$ cat config.mk
export PLATFORM = sky130hd
export DESIGN_NAME = tri_bus_arbiter
export DESIGN_NICKNAME = d
export VERILOG_FILES = /design/src/rtl/tri_bus_pkg.sv /design/src/rtl/rr_pick.sv /design/src/rtl/tri_bus_arbiter.sv
export SDC_FILE = /design/constraint.sdc
export NUM_CORES = 1
export LEC_CHECK = 0
export ABC_AREA = 1
export CORE_MARGIN = 2
export CORE_UTILIZATION = 50
export CTS_BUF_LIST = sky130_fd_sc_hd__clkbuf_16
export DETAILED_ROUTE_END_ITERATION = 16
export GPL_TIMING_DRIVEN = 1
export MAX_ROUTING_LAYER = met4
export PLACE_DENSITY_LB_ADDON = 0.15
export RECOVER_POWER = 50
export SLEW_MARGIN = 0
export SYNTH_ARGS = -nofsm -noshare
export SYNTH_HDL_FRONTEND = slang
export SYNTH_SLANG_ARGS = --single-unit
$ cat constraint.sdc
create_clock -name iClk -period 1.83 [get_ports iClk]
set_input_delay 0.549 -clock iClk [delete_from_list [all_inputs] [get_ports iClk]]
set_output_delay 0.549 -clock iClk [all_outputs]
set_load 0.01 [all_outputs]
$ cat src/rtl/tri_bus_pkg.sv
// Shared types and default constants for the tri-state bus arbiter.
// The helper wraps a round-robin candidate index back into 0..n-1.
package tri_bus_pkg;

  typedef enum logic [1:0] {
    IDLE  = 2'd0,
    GRANT = 2'd1,
    TURN  = 2'd2
  } state_t;

  localparam int DEF_N           = 4;
  localparam int DEF_MAX_HOLD    = 8;
  localparam int DEF_TURN_CYCLES = 1;

  function automatic int wrap_idx(input int base, input int off, input int n);
    return (base + off) % n;
  endfunction

endpackage

$ cat src/rtl/rr_pick.sv
// Combinational round-robin picker: the first requesting index at or after
// ptr, wrapping from N-1 back to 0.
module rr_pick
  import tri_bus_pkg::*;
#(
  parameter int N  = DEF_N,
  parameter int IW = $clog2(DEF_N)
) (
  input  logic [N-1:0]  req,
  input  logic [IW-1:0] ptr,
  output logic [N-1:0]  gnt,
  output logic [IW-1:0] index,
  output logic          valid
);

  logic [IW-1:0] w_cand [N];

  for (genvar i = 0; i < N; i++) begin : g_cand
    assign w_cand[i] = IW'(wrap_idx(int'(ptr), i, N));
  end

  always_comb begin
    // NOTE: every output gets a default before the loop, so no path can infer a latch.
    gnt   = '0;
    index = '0;
    valid = 1'b0;
    for (int i = 0; i < N; i++) begin
      if (!valid && req[w_cand[i]]) begin
        valid           = 1'b1;
        index           = w_cand[i];
        gnt[w_cand[i]]  = 1'b1;
      end
    end
  end

endmodule

$ cat src/rtl/tri_bus_arbiter.sv
// Round-robin arbiter for a shared tri-state bus: bounded tenures separated by
// dead turnaround cycles, with registered one-hot grants and driver enables.
module tri_bus_arbiter
  import tri_bus_pkg::*;
#(
  parameter int N           = DEF_N,
  parameter int MAX_HOLD    = DEF_MAX_HOLD,
  parameter int TURN_CYCLES = DEF_TURN_CYCLES
) (
  input  logic                 iClk,
  input  logic                 iRst_n,
  input  logic [N-1:0]         iReq,
  output logic [N-1:0]         oGnt,
  output logic [N-1:0]         oEna,
  output logic [$clog2(N)-1:0] oOwner,
  output logic                 oBusy
);

  localparam int IW = $clog2(N);
  localparam int HW = $clog2(MAX_HOLD) + 1;
  localparam int TW = $clog2(TURN_CYCLES) + 1;

  state_t        r_state, w_state_nxt;
  logic [N-1:0]  r_gnt, w_gnt_nxt;
  logic [IW-1:0] r_owner, w_owner_nxt;
  logic [IW-1:0] r_ptr, w_ptr_nxt;
  logic [HW-1:0] r_hcnt, w_hcnt_nxt;
  logic [TW-1:0] r_tcnt, w_tcnt_nxt;
  logic          r_busy, w_busy_nxt;

  logic [N-1:0]  w_pick_gnt;
  logic [IW-1:0] w_pick_idx;
  logic          w_pick_valid;
  logic          w_exit, w_turn_done, w_arb;
  logic [IW-1:0] w_ptr_inc;

  rr_pick #(.N(N), .IW(IW)) u_rr_pick (
    .req   (iReq),
    .ptr   (r_ptr),
    .gnt   (w_pick_gnt),
    .index (w_pick_idx),
    .valid (w_pick_valid)
  );

  // A tenure ends when its owner lets go or has used its full hold budget.
  assign w_exit      = !iReq[r_owner] || (r_hcnt == HW'(MAX_HOLD - 1));
  assign w_turn_done = (r_tcnt == TW'(TURN_CYCLES - 1));
  assign w_arb       = (r_state == IDLE) || ((r_state == TURN) && w_turn_done);
  assign w_ptr_inc   = (r_owner == IW'(N - 1)) ? '0 : r_owner + IW'(1);

  always_ff @(posedge iClk or negedge iRst_n) begin
    // NOTE: async clear drops the enables the moment reset asserts; non-blocking
    // assignments keep every register sampling pre-edge values.
    if (!iRst_n) begin
      r_state <= IDLE;
      r_gnt   <= '0;
      r_owner <= '0;
      r_ptr   <= '0;
      r_hcnt  <= '0;
      r_tcnt  <= '0;
      r_busy  <= 1'b0;
    end else begin
      r_state <= w_state_nxt;
      r_gnt   <= w_gnt_nxt;
      r_owner <= w_owner_nxt;
      r_ptr   <= w_ptr_nxt;
      r_hcnt  <= w_hcnt_nxt;
      r_tcnt  <= w_tcnt_nxt;
      r_busy  <= w_busy_nxt;
    end
  end

  always_comb begin
    w_state_nxt = r_state;
    case (r_state)
      IDLE:    if (w_pick_valid) w_state_nxt = GRANT;
      GRANT:   if (w_exit) w_state_nxt = TURN;
      TURN:    if (w_turn_done) w_state_nxt = w_pick_valid ? GRANT : IDLE;
      default: w_state_nxt = IDLE;
    endcase
  end

  always_comb begin
    w_gnt_nxt   = r_gnt;
    w_owner_nxt = r_owner;
    w_ptr_nxt   = r_ptr;
    w_hcnt_nxt  = r_hcnt;
    w_tcnt_nxt  = r_tcnt;
    w_busy_nxt  = (w_state_nxt != IDLE);
    if (w_arb) begin
      w_gnt_nxt   = w_pick_valid ? w_pick_gnt : '0;
      w_owner_nxt = w_pick_valid ? w_pick_idx : '0;
      w_hcnt_nxt  = '0;
    end else if (r_state == GRANT) begin
      if (w_exit) begin
        w_gnt_nxt   = '0;
        w_owner_nxt = '0;
        w_ptr_nxt   = w_ptr_inc;
        w_tcnt_nxt  = '0;
      end else begin
        w_hcnt_nxt = r_hcnt + HW'(1);
      end
    end else if (r_state == TURN) begin
      w_tcnt_nxt = r_tcnt + TW'(1);
    end
  end

  assign oGnt   = r_gnt;
  assign oEna   = r_gnt;
  assign oOwner = r_owner;
  assign oBusy  = r_busy;

endmodule
## Yosys cells after proc, flatten, opt, wreduce, memory -nomap -nowiden

Index checks and enable logic that the tools add are counted.

- Register bits: 16
- Logic and storage cells: 106

- Reductions and logical operators: 23
- Bitwise gates (word level): 5
- $lt $le $gt $ge: 9
- Eq/ne operators: 6
- Multiplexer cells: 50
- Add/subtract/negate cells: 6

Operators with widths:

| kind | number |
|---|---|
| $mux 4 | 11 |
| $mux 2 | 12 |
| $mux 1 | 17 |
| $lt 2x3->1 const B | 5 |
| $or 4x4->4 | 3 |
| $bmux 1 s2 | 5 |
| $demux 1 s2 | 4 |
| $ge 2x1->1 const B | 4 |
| $logic_and 1x1->1 | 8 |
| $reduce_bool 2->1 | 4 |
| $pmux 2 s3 | 1 |
| $reduce_and 3->1 | 2 |
| $add 2x1->2 const B | 2 |
| $add 2x2->2 const B | 2 |
| $add 4x1->4 const B | 1 |
| $eq 2x2->1 const B | 2 |
| $eq 4x3->1 const B | 1 |
| $logic_not 1->1 | 4 |
| $reduce_and 2->1 | 2 |
| $eq 2x1->1 const B | 1 |
| $logic_not 2->1 | 1 |
| $logic_or 1x1->1 | 2 |
| $ne 2x1->1 const B | 1 |
| $ne 2x2->1 const B | 1 |
| other kinds (2) | 3 |

## Logic depth before layout (Yosys ltp)

Gate-level depths: netlist of run 1.

- Depth in word-level cells: 16
- Gate-level depth with buffers: 12
- Gate-level depth less buffers: 11

## Hierarchy

From an unflattened synthesis of run 1, not the netlist that was laid out.

- Cells, all modules: 172
- Area, all modules: 1253.7 µm²

By module, submodules not included:

| module | cells an instance | instances | area each (µm²) |
|---|---|---|---|
| tri_bus_arbiter | 98 | 1 | 813.3 |
| rr_pick | 74 | 1 | 440.4 |

## Worst setup path after synthesis of run 1

OpenSTA, ideal clock, no wires.

- Path kind: reg2reg
- From: register r_ptr[1]
- To: register r_owner[1], in the netlist oOwner[1]
- Path buffers: 1
- Required time: 1707 ps
- Clock period less this slack: 1669 ps
- Cell stages (with the launch flop): 11
- Arrival time: 1546 ps
- Setup slack: 161 ps
- Cells stage by stage: dfrtp_1 > inv_1 > ha_1 > inv_1 > nand2_2 > nand2_2 > nor2_4 > buf_6 > a21oi_1 > o21ai_0 > nand2_1

- Word-level cells in the longest chain between the ends: 14

RTL lines:

| element | RTL line | source |
|---|---|---|
| start: declaration | tri_bus_arbiter.sv:26 | `logic [IW-1:0] r_ptr, w_ptr_nxt;` |
| start signal: assignment | tri_bus_arbiter.sv:66 | `r_ptr <= w_ptr_nxt;` |
| parallel branches: the longest is 12 deep, another holds $add 2x1->2 | - |  |
| $mux 2 (*) | tri_bus_arbiter.sv:92 | `w_owner_nxt = w_pick_valid ? w_pick_idx : '0;` |
| $mux 2 (*) | tri_bus_arbiter.sv:90 | `if (w_arb) begin` |
| end signal: assignment | tri_bus_arbiter.sv:65 | `r_owner <= w_owner_nxt;` |
| end: declaration | tri_bus_arbiter.sv:25 | `logic [IW-1:0] r_owner, w_owner_nxt;` |

Mark *: on every way between the ends. The select of a mux whose other input is x is not followed.
A chain may end at the register's enable or synchronous reset.

## Final worst setup path of run 1

- From: register r_gnt[1], in the netlist oEna[1]
- To: output port oEna[1]

RTL lines:

| element | RTL line | source |
|---|---|---|
| start: declaration | tri_bus_arbiter.sv:24 | `logic [N-1:0] r_gnt, w_gnt_nxt;` |
| start signal: assignment | tri_bus_arbiter.sv:64 | `r_gnt <= w_gnt_nxt;` |
| end: declaration | tri_bus_arbiter.sv:14 | `output logic [N-1:0] oEna,` |

No word-level cell between the ends.

==> impl_metrics.toml, run 1 <==
[cells_and_area]
layout-drive-gt1-share_pct = 23.7
fillers = 208
final_cells = 220
antenna_cells = 0
ff_latch_area_um2 = 403
area_growth_pct = 29.4
finalCoreUtilization_pct = 66.4
multi_input_area_um2 = 729
finalNetCount = 206

[global_routing]
grt_max_degree = 17
gr-total-overflow = 0
antenna_found_initial = 0
grt_pass1_wl_mm = 4.52
met2_usage_pct = 38.0
grtUsageMet1_pct = 25.6
met3_usage_pct = 5.28
grt_pass1_vias = 1093
grt_use_total_pct = 22.5
grt.busiest_layer = "met2"

[worst_setup_path]
crit_family = "buffers and inverters"
cp_slowest_cell = "dlygate4sd3_1"
worstPathCellList = "dlygate4sd3_1"
critPathKind = "reg -> out"
arrival_ps = 1220
cp_max_fo = 3
worstSetupStartpointType = "flip-flop"
endpoint_kind = "primary output"
critPathMaxStageDelay_ps = 600
crit_buf_inv = 1
worstPathRequired_ps = 1280

[sta]
finalSetupViolCount = 0
tightest_slew_ps = 864
holdWs_ps = 510
setup_ws_ps = 57.2
finalCritPeriodShare_pct = 96.9
final.setup_skew_ps = 2.03
fmax_mhz = 564
rsz0062_at_grt = "no"
period_minus_slack_ps = 1770
hold_viol = 0
slew_violations = 0
max-slew-margin-rel_pct = 42.4

[floorplan]
die_h_um = 53.7
die_x_um = 53.7
die_area_mm2 = 0.00289
row_count = 18
start_util_pct = 51.3
pin_count = 17
core-area_mm2 = 0.00241

[synthesis]
synth_cells = 161
yosysUniqueCellTypes = 28
ys_seq_area_share_pct = 32.4
synth_area_mm2 = 0.00124
synth_warnings = 0
synth_fp_nets = 176
synth_seq_cells = 16
syn_area_per_cell_um2 = 7.68

[detailed_routing]
drtIter0Drc = 14
drc = 0
drt-total-wl_mm = 2.73
vias = 1148
viasPerCell = 5.22
antenna_left = 0
wl_per_cell_um = 12.4
drt_pass1_iterations = 4

[power]
p_per_area_mw_per_mm2 = 1950
p_leak_nw = 0.833
ir_drop_mv = 1.16
finalPower_mw = 3.11

[cts]
clkLatencyLatePin_ps = 250
cts_hold_buffers = 0
cts_tree = "built"
cts_buffers = 3
clk_pin_slew_ps = 50
htreeDepth = 1
root_buffer = "clkbuf_16"
clk_path_buf_depth = 2
cts_num_sinks = 16

[outcome]
status = "finished clean"

[place]
place_inst = 214
io_buffers = 16
dp_hpwl_mm = 2.11
place_ws_ps = -341
gp_congestion = 0.836

[job]
drv_cap = 0

[min_path]
hp-class = "reg -> reg"
-- cell type report --
cell class              count  share of cell area (%)
multi-input cells         123                    45.6
flip-flops and latches     16                    25.2
repair buffers             33                    18.2
clock buffers               3                    4.69
inverters                  14                    3.76
well taps                  30                    2.35
clock inverters             1                   0.235
-- layer usage --
| layer | vias up | routed length [µm] |
|---|---|---|
| li1 | 582 | - |
| met1 | 526 | 1270 |
| met2 | 34 | 1290 |
| met3 | 6 | 113 |
| met4 | 0 | 50 |
| met5 | - | 0 |
-- kinds of logic (layout without fill, tap and decap cells) --
kind of cell | Yosys count | in the layout | share of synthesized area (%)
compound gates | 17 | 17 | 8.20
xor+xnor | 2 | 2 | 1.42
fa+ha+maj | 9 | 9 | 9.11
buf+inv | 22 | 51 | 9.82
flops | 16 | 16 | 32.4
simple gates | 95 | 95 | 39.1
-- report_power, final --
group	internal, mW	leakage (nW)	switching [mW]
Combinational	0.895	0.591	1.21
Clock	0.290	0.0385	0.136
Sequential	0.489	0.203	0.0898
-- repair_timing --
| action | 4_1_cts | 5_1_grt |
|---|---|---|
| endpoints found under the setup margin | 2 | 8 |
| setup buffers | 2 | 0 |
| gates resized for setup | 0 | 14 |
| pin swaps | 1 | 1 |
-- synth_stat cells --
| library cell | instances | area share [%] |
|---|---|---|
| nand2_1 | 43 | 13 |
| nand3_1 | 22 | 8.9 |
| dfrtp_1 | 16 | 32 |
| inv_1 | 12 | 3.6 |
| ha_1 | 9 | 9.1 |
| a21oi_1 | 7 | 2.8 |
| nand2_2 | 6 | 3.0 |
| nor2_1 | 6 | 1.8 |
| nand4_1 | 5 | 2.5 |
| a21boi_0 | 4 | 2.4 |
| buf_4 | 4 | 2.4 |
| nand2_4 | 3 | 2.7 |
| nand3b_1 | 3 | 1.8 |
| o21ai_0 | 3 | 1.2 |
| buf_6 | 2 | 1.8 |
| nor2_2 | 2 | 1.0 |
| or2_2 | 2 | 1.0 |
| xor2_1 | 2 | 1.4 |
| buf_2 | 1 | 0.40 |
| clkbuf_1 | 1 | 0.30 |
| inv_2 | 1 | 0.30 |
| inv_8 | 1 | 0.91 |
| nand3_2 | 1 | 0.81 |
| nand3_4 | 1 | 1.4 |
| nor2_4 | 1 | 0.91 |
| o211ai_1 | 1 | 0.61 |
| o21ai_1 | 1 | 0.40 |
| o21ai_2 | 1 | 0.71 |
-- sequential cells by signal, summed over array words and instances (netlist names) --
signal	count
oOwner	2
r_tcnt	1
r_ptr	2
oBusy	1
r_state	2
r_hcnt	4
oEna	4
-- stage by stage --
stage | area (µm²) | TNS (ps)
floorplan | 1240 | 0
detailed placement | 1490 | -2470
finish | 1600 | 0
CTS | 1580 | 0
global route | 1600 | 0
global placement | 1490 | -2010
-- path summary, 6_finish.rpt --
kind	from	cells after the start	slack [ps]	to
min reg2reg	r_hcnt[1]	2	510	r_hcnt[1]
min in group asynchronous	iRst_n	2	930	r_ptr[1]
min	r_hcnt[1]	2	510	r_hcnt[1]
max reg2reg	r_ptr[0]	11	130	oOwner[0]
max	oEna[1]	1	60	oEna[1]
max in group asynchronous	iRst_n	2	310	oOwner[1]
-- layout by cell type (no fill, tap or decap) --
cell / n
dlygate4sd3_1: 4
o21ai_1: 1
or2_2: 2
nand4_1: 5
clkdlybuf4s50_1: 10
clkbuf_1: 1
a21boi_0: 1
nand3_4: 1
o21ai_0: 3
nand3_1: 21
nor2_4: 2
ha_1: 8
o21ai_2: 1
inv_2: 3
a21boi_1: 3
nand2_1: 42
a21oi_1: 7
xor2_1: 2
buf_4: 14
dfrtp_2: 2
nor2_1: 6
buf_6: 1
nand2_2: 7
clkbuf_16: 3
nand3_2: 2
inv_1: 10
clkbuf_2: 1
ha_2: 1
o211ai_1: 1
inv_8: 1
dfrtp_1: 14
clkinv_1: 1
nor2_2: 1
nand2_4: 3
dlymetal6s2s_1: 2
nand3b_1: 3
No activity file was read; power rests on OpenSTA's default activity.
==> run 2: changes to the inputs <==
--- a/config.mk
+++ b/config.mk
@@ -6,6 +6,8 @@
 export NUM_CORES = 1
 export LEC_CHECK = 0
 export ABC_AREA = 1
+export CAP_MARGIN = 0
+export CORE_ASPECT_RATIO = 0.75
 export CORE_MARGIN = 2
 export CORE_UTILIZATION = 50
 export CTS_BUF_LIST = sky130_fd_sc_hd__clkbuf_16
==> run 2 against run 1 <==
  * First-iteration DRC count grew to 6.3 times the previous value
  * Worst setup slack lost 30 ps
  * Design area grew 0.86%
  * Die area grew 0.15%
  * Critical path type unchanged
  * Largest cell class unchanged
  * Highest routed layer unchanged
==> impl_metrics.toml, run 2 (same netlist as run 1, synthesis figures left out) <==
[outcome]
status = "finished clean"

[power]
p_per_area_mw_per_mm2 = 1960
finalPower_mw = 3.16
p_leak_nw = 0.837
ir_drop_mv = 1.03

[detailed_routing]
wl_per_cell_um = 13.2
drc = 0
drt_pass1_iterations = 6
vias = 1191
drt-total-wl_mm = 2.95
viasPerCell = 5.34
antenna_left = 0
drtIter0Drc = 88

[sta]
slew_violations = 0
period_minus_slack_ps = 1800
tightest_slew_ps = 857
finalCritPeriodShare_pct = 98.5
fmax_mhz = 555
setup_ws_ps = 26.9
finalSetupViolCount = 0
max-slew-margin-rel_pct = 42.9
rsz0062_at_grt = "no"
setup-tns-final_ps = 0
hold_viol = 0
final.setup_skew_ps = 0.464

[worst_setup_path]
arrival_ps = 1250
endpoint_kind = "primary output"
crit_family = "buffers and inverters"
rrSetupSlack_ps = 100
cp_slowest_cell = "clkdlybuf4s50_1"
critPathMaxStageDelay_ps = 580
cp_max_fo = 5
r2r_end = "oOwner[0]"
worstPathRequired_ps = 1280
worstSetupStartpointType = "flip-flop"
worstPathCellList = "clkdlybuf4s50_1"
critPathKind = "reg -> out"
r2r_cells = 11
crit_buf_inv = 1
r2r_start = "r_ptr[0]"

[cts]
clk_path_buf_depth = 2
cts_num_sinks = 16
cts_buffers = 3
htreeDepth = 1
clkLatencyLatePin_ps = 240
cts_hold_buffers = 0
root_buffer = "clkbuf_16"
clk_pin_slew_ps = 50
cts_tree = "built"
cts_setup_buffers = 0

[floorplan]
row_count = 15
start_util_pct = 53.1
die_area_mm2 = 0.00289
die_x_um = 61.4
pin_count = 17
die_h_um = 47.1
core-area_mm2 = 0.00233

[place]
io_buffers = 16
placed_area_mm2 = 0.00151
gp_congestion = 0.831
dp_hpwl_mm = 2.22
place_ws_ps = -263

[cells_and_area]
multi_input_area_um2 = 739
fin_area_mm2 = 0.00161
fillers = 200
ff_latch_area_um2 = 402
layout-drive-gt1-share_pct = 23.8
antenna_cells = 0
finalNetCount = 206
finalCoreUtilization_pct = 69.3
mostFrequentLayoutCells = "nand2_1 (41), nand3_1 (21), dfrtp_1 (15)"
final_common_cell = "nand2_1"
area_growth_pct = 30.5

[global_routing]
grt_pass1_vias = 1038
grt_pass1_wl_mm = 4.61
grt_use_total_pct = 23.7
grt_max_degree = 17
antenna_found_initial = 0
gr-total-overflow = 0

[min_path]
holdPathEnd = "r_tcnt"
hp-class = "reg -> reg"
min_from = "r_tcnt"
min_path_cells = 2

[job]
drv_cap = 0
run 2: cell types whose count changed in the layout (fill, tap and decap cells not counted), sizes merged:
cell / change
clkinv: -1
clkbuf: -1
nor2: +1
run 2: worst max-delay path by stage:
stage | cells past startpoint | from | endpoint
after global routing | 1 | oOwner[1] | oOwner[1]
after CTS | 1 | oOwner[1] | oOwner[1]
after global placement | 11 | iReq[1] | oOwner[0]
after detailed placement | 11 | iReq[2] | oOwner[0]
final | 1 | oOwner[1] | oOwner[1]
after floorplan | 10 | r_ptr[1] | oOwner[1]
run 2: power breakdown:
group | switching (mW) | internal (mW) | leakage (nW) | total [mW]
Sequential | 0.0980 | 0.488 | 0.205 | 0.586
Combinational | 1.27 | 0.896 | 0.595 | 2.16
Clock | 0.121 | 0.286 | 0.0370 | 0.407
run 2: final cells by class:
class,count,area share (%)
Inverter,14,3.72
Tap cell,34,2.64
Clock buffer,3,4.65
Sequential cell,16,24.9
Timing Repair Buffer,32,18.2
Multi-Input combinational cell,124,45.8
run 2: through the flow:
step	instances	hold slack, ps
2_1_floorplan	161	253
4_1_cts	223	498
3_5_place_dp	219	490
6_report	223	496
3_3_place_gp	219	482
5_1_grt	223	520
run 2: layer usage:
layer	part of all wire (%)	up-vias	routed length, µm	GRT usage [%]
li1	-	585	-	-
met1	45	552	1340	30.5
met2	46	50	1360	36.2
met3	7.4	4	217	5.79
met4	1.2	0	34	9.36
met5	0	-	0	-
run 2: repair_timing:
action	4_1_cts	5_1_grt
gates resized for setup	0	13
endpoints found under the setup margin	1	7
pin swaps	1	2
cloned	1	0
==> run 3: changes to the inputs <==
--- a/config.mk
+++ b/config.mk
@@ -16,6 +16,7 @@
 export MAX_ROUTING_LAYER = met4
 export PLACE_DENSITY_LB_ADDON = 0.15
 export RECOVER_POWER = 50
+export SETUP_SLACK_MARGIN = 0.05
 export SLEW_MARGIN = 0
 export SYNTH_ARGS = -nofsm -noshare
 export SYNTH_HDL_FRONTEND = slang
==> run 3 against run 2 <==
  * Clock-buffer cell count unchanged
  * Critical path type is now reg -> reg
  * Die area did not move
  * Sequential cell count unchanged
  * Hold slack lost 2.1 ps
  * First-iteration DRC count down 17%
==> impl_metrics.toml, run 3 (same netlist as run 1, synthesis figures left out) <==
[cells_and_area]
finalNetCount = 207
mostFrequentLayoutCells = "nand2_1 (41), nand3_1 (21), dfrtp_1 (15)"
layout-drive-gt1-share_pct = 21.6
fillers = 200
fin_area_mm2 = 0.00160
area_growth_pct = 29.8
finalCoreUtilization_pct = 68.9
antenna_cells = 0
final_common_cell = "nand2_1"
final_cells = 224

[floorplan]
die_x_um = 61.4
row_count = 15
die_area_mm2 = 0.00289
die_h_um = 47.1
pin_count = 17
core-area_mm2 = 0.00233
start_util_pct = 53.1

[sta]
finalSetupViolCount = 0
finalCritPeriodShare_pct = 95.6
final.setup_skew_ps = 0.464
setup_ws_ps = 79.9
hold_viol = 0
holdWs_ps = 494
slew_violations = 0
rsz0062_at_grt = "yes"
tightest_slew_ps = 858
setup-tns-final_ps = 0
fmax_mhz = 571
period_minus_slack_ps = 1750
max-slew-margin-rel_pct = 42.8

[detailed_routing]
drt-total-wl_mm = 2.96
drtIter0Drc = 73
wl_per_cell_um = 13.2
viasPerCell = 5.33
vias = 1194
drt_pass1_iterations = 4
drc = 0
antenna_left = 0

[worst_setup_path]
cp_max_fo = 6
r2r_start = "r_ptr[0]"
worstSetupStartpointType = "flip-flop"
r2r_end = "oOwner[0]"
worstPathRequired_ps = 1960
critPathKind = "reg -> reg"
rrSetupSlack_ps = 80
endpoint_kind = "flip-flop"
r2r_cells = 11
arrival_ps = 1880

[place]
gp_congestion = 0.831
dp_hpwl_mm = 2.22
place_ws_ps = -263
placed_area_mm2 = 0.00151
place_inst = 219
io_buffers = 16

[global_routing]
grt_pass1_vias = 1039
grt_max_degree = 17
antenna_found_initial = 0
grt_pass1_wl_mm = 4.62
grt_use_total_pct = 23.7
gr-total-overflow = 0

[cts]
htreeDepth = 1
cts_num_sinks = 16
clk_pin_slew_ps = 40
clk_path_buf_depth = 2
cts_tree = "built"
cts_buffers = 3
cts_hold_buffers = 0
clkLatencyLatePin_ps = 240
root_buffer = "clkbuf_16"

[min_path]
hp-class = "reg -> reg"
holdPathEnd = "r_tcnt"
min_path_cells = 2
min_from = "r_tcnt"

[power]
ir_drop_mv = 1.03
p_per_area_mw_per_mm2 = 1960
finalPower_mw = 3.14
p_leak_nw = 0.840

[outcome]
status = "finished clean"

[job]
drv_cap = 0
## run 3: repair_timing
action | CTS | global route
pin swaps | 1 | 5
buffers inserted | 1 | 0
gates cloned | 1 | 0
endpoints found under the hold margin | 0 | 0
gates resized for setup | 1 | 15
endpoints found under the setup margin | 6 | 13
## run 3: how the worst max path moves through the flow
stage	startpoint	to	slack, ps	cells after the start
2_1_floorplan	r_ptr[1]	oOwner[1]	160	10
3_3_place_gp	iReq[1]	oOwner[0]	-190	11
6_report	r_ptr[0]	oOwner[0]	80	11
4_1_cts	iReq[2]	oOwner[0]	60	11
5_1_grt	r_ptr[0]	oOwner[0]	30	11
3_5_place_dp	iReq[2]	oOwner[0]	-260	11
## run 3: report_power, final
group          switching (mW)  internal, mW  total [mW]  leakage (nW)
Sequential             0.0876         0.488       0.576         0.205
Clock                   0.120         0.285       0.405        0.0370
Combinational            1.28         0.886        2.16         0.599
## run 3: routing by layer
layer	vias up	GRT usage [%]	wire (µm)	part of all wire (%)
met5	-	-	0	0
met4	0	9.36	48	1.6
met3	6	5.79	176	6.0
met2	43	36.2	1330	45
met1	558	30.6	1400	47
li1	587	-	-	-
## run 3: worst max-delay path, cell delays in order, from the launching register on
cell and delay (ps):
dfrtp_2 410, inv_8 30, ha_1 360, inv_1 100, nand2_2 80, nand2_2 90, nor2_4 190, nand4_1 140
nand2_2 100, inv_1 40, nand2_1 50, nand2_1 40
## run 3: cell type report
class	count	area (µm²)	area share [%]
Clock buffer	3	75.1	4.68
Tap cell	34	42.5	2.65
Sequential cell	16	402	25.0
Timing Repair Buffer	33	295	18.4
Multi-Input combinational cell	124	729	45.5
Inverter	14	60.1	3.74
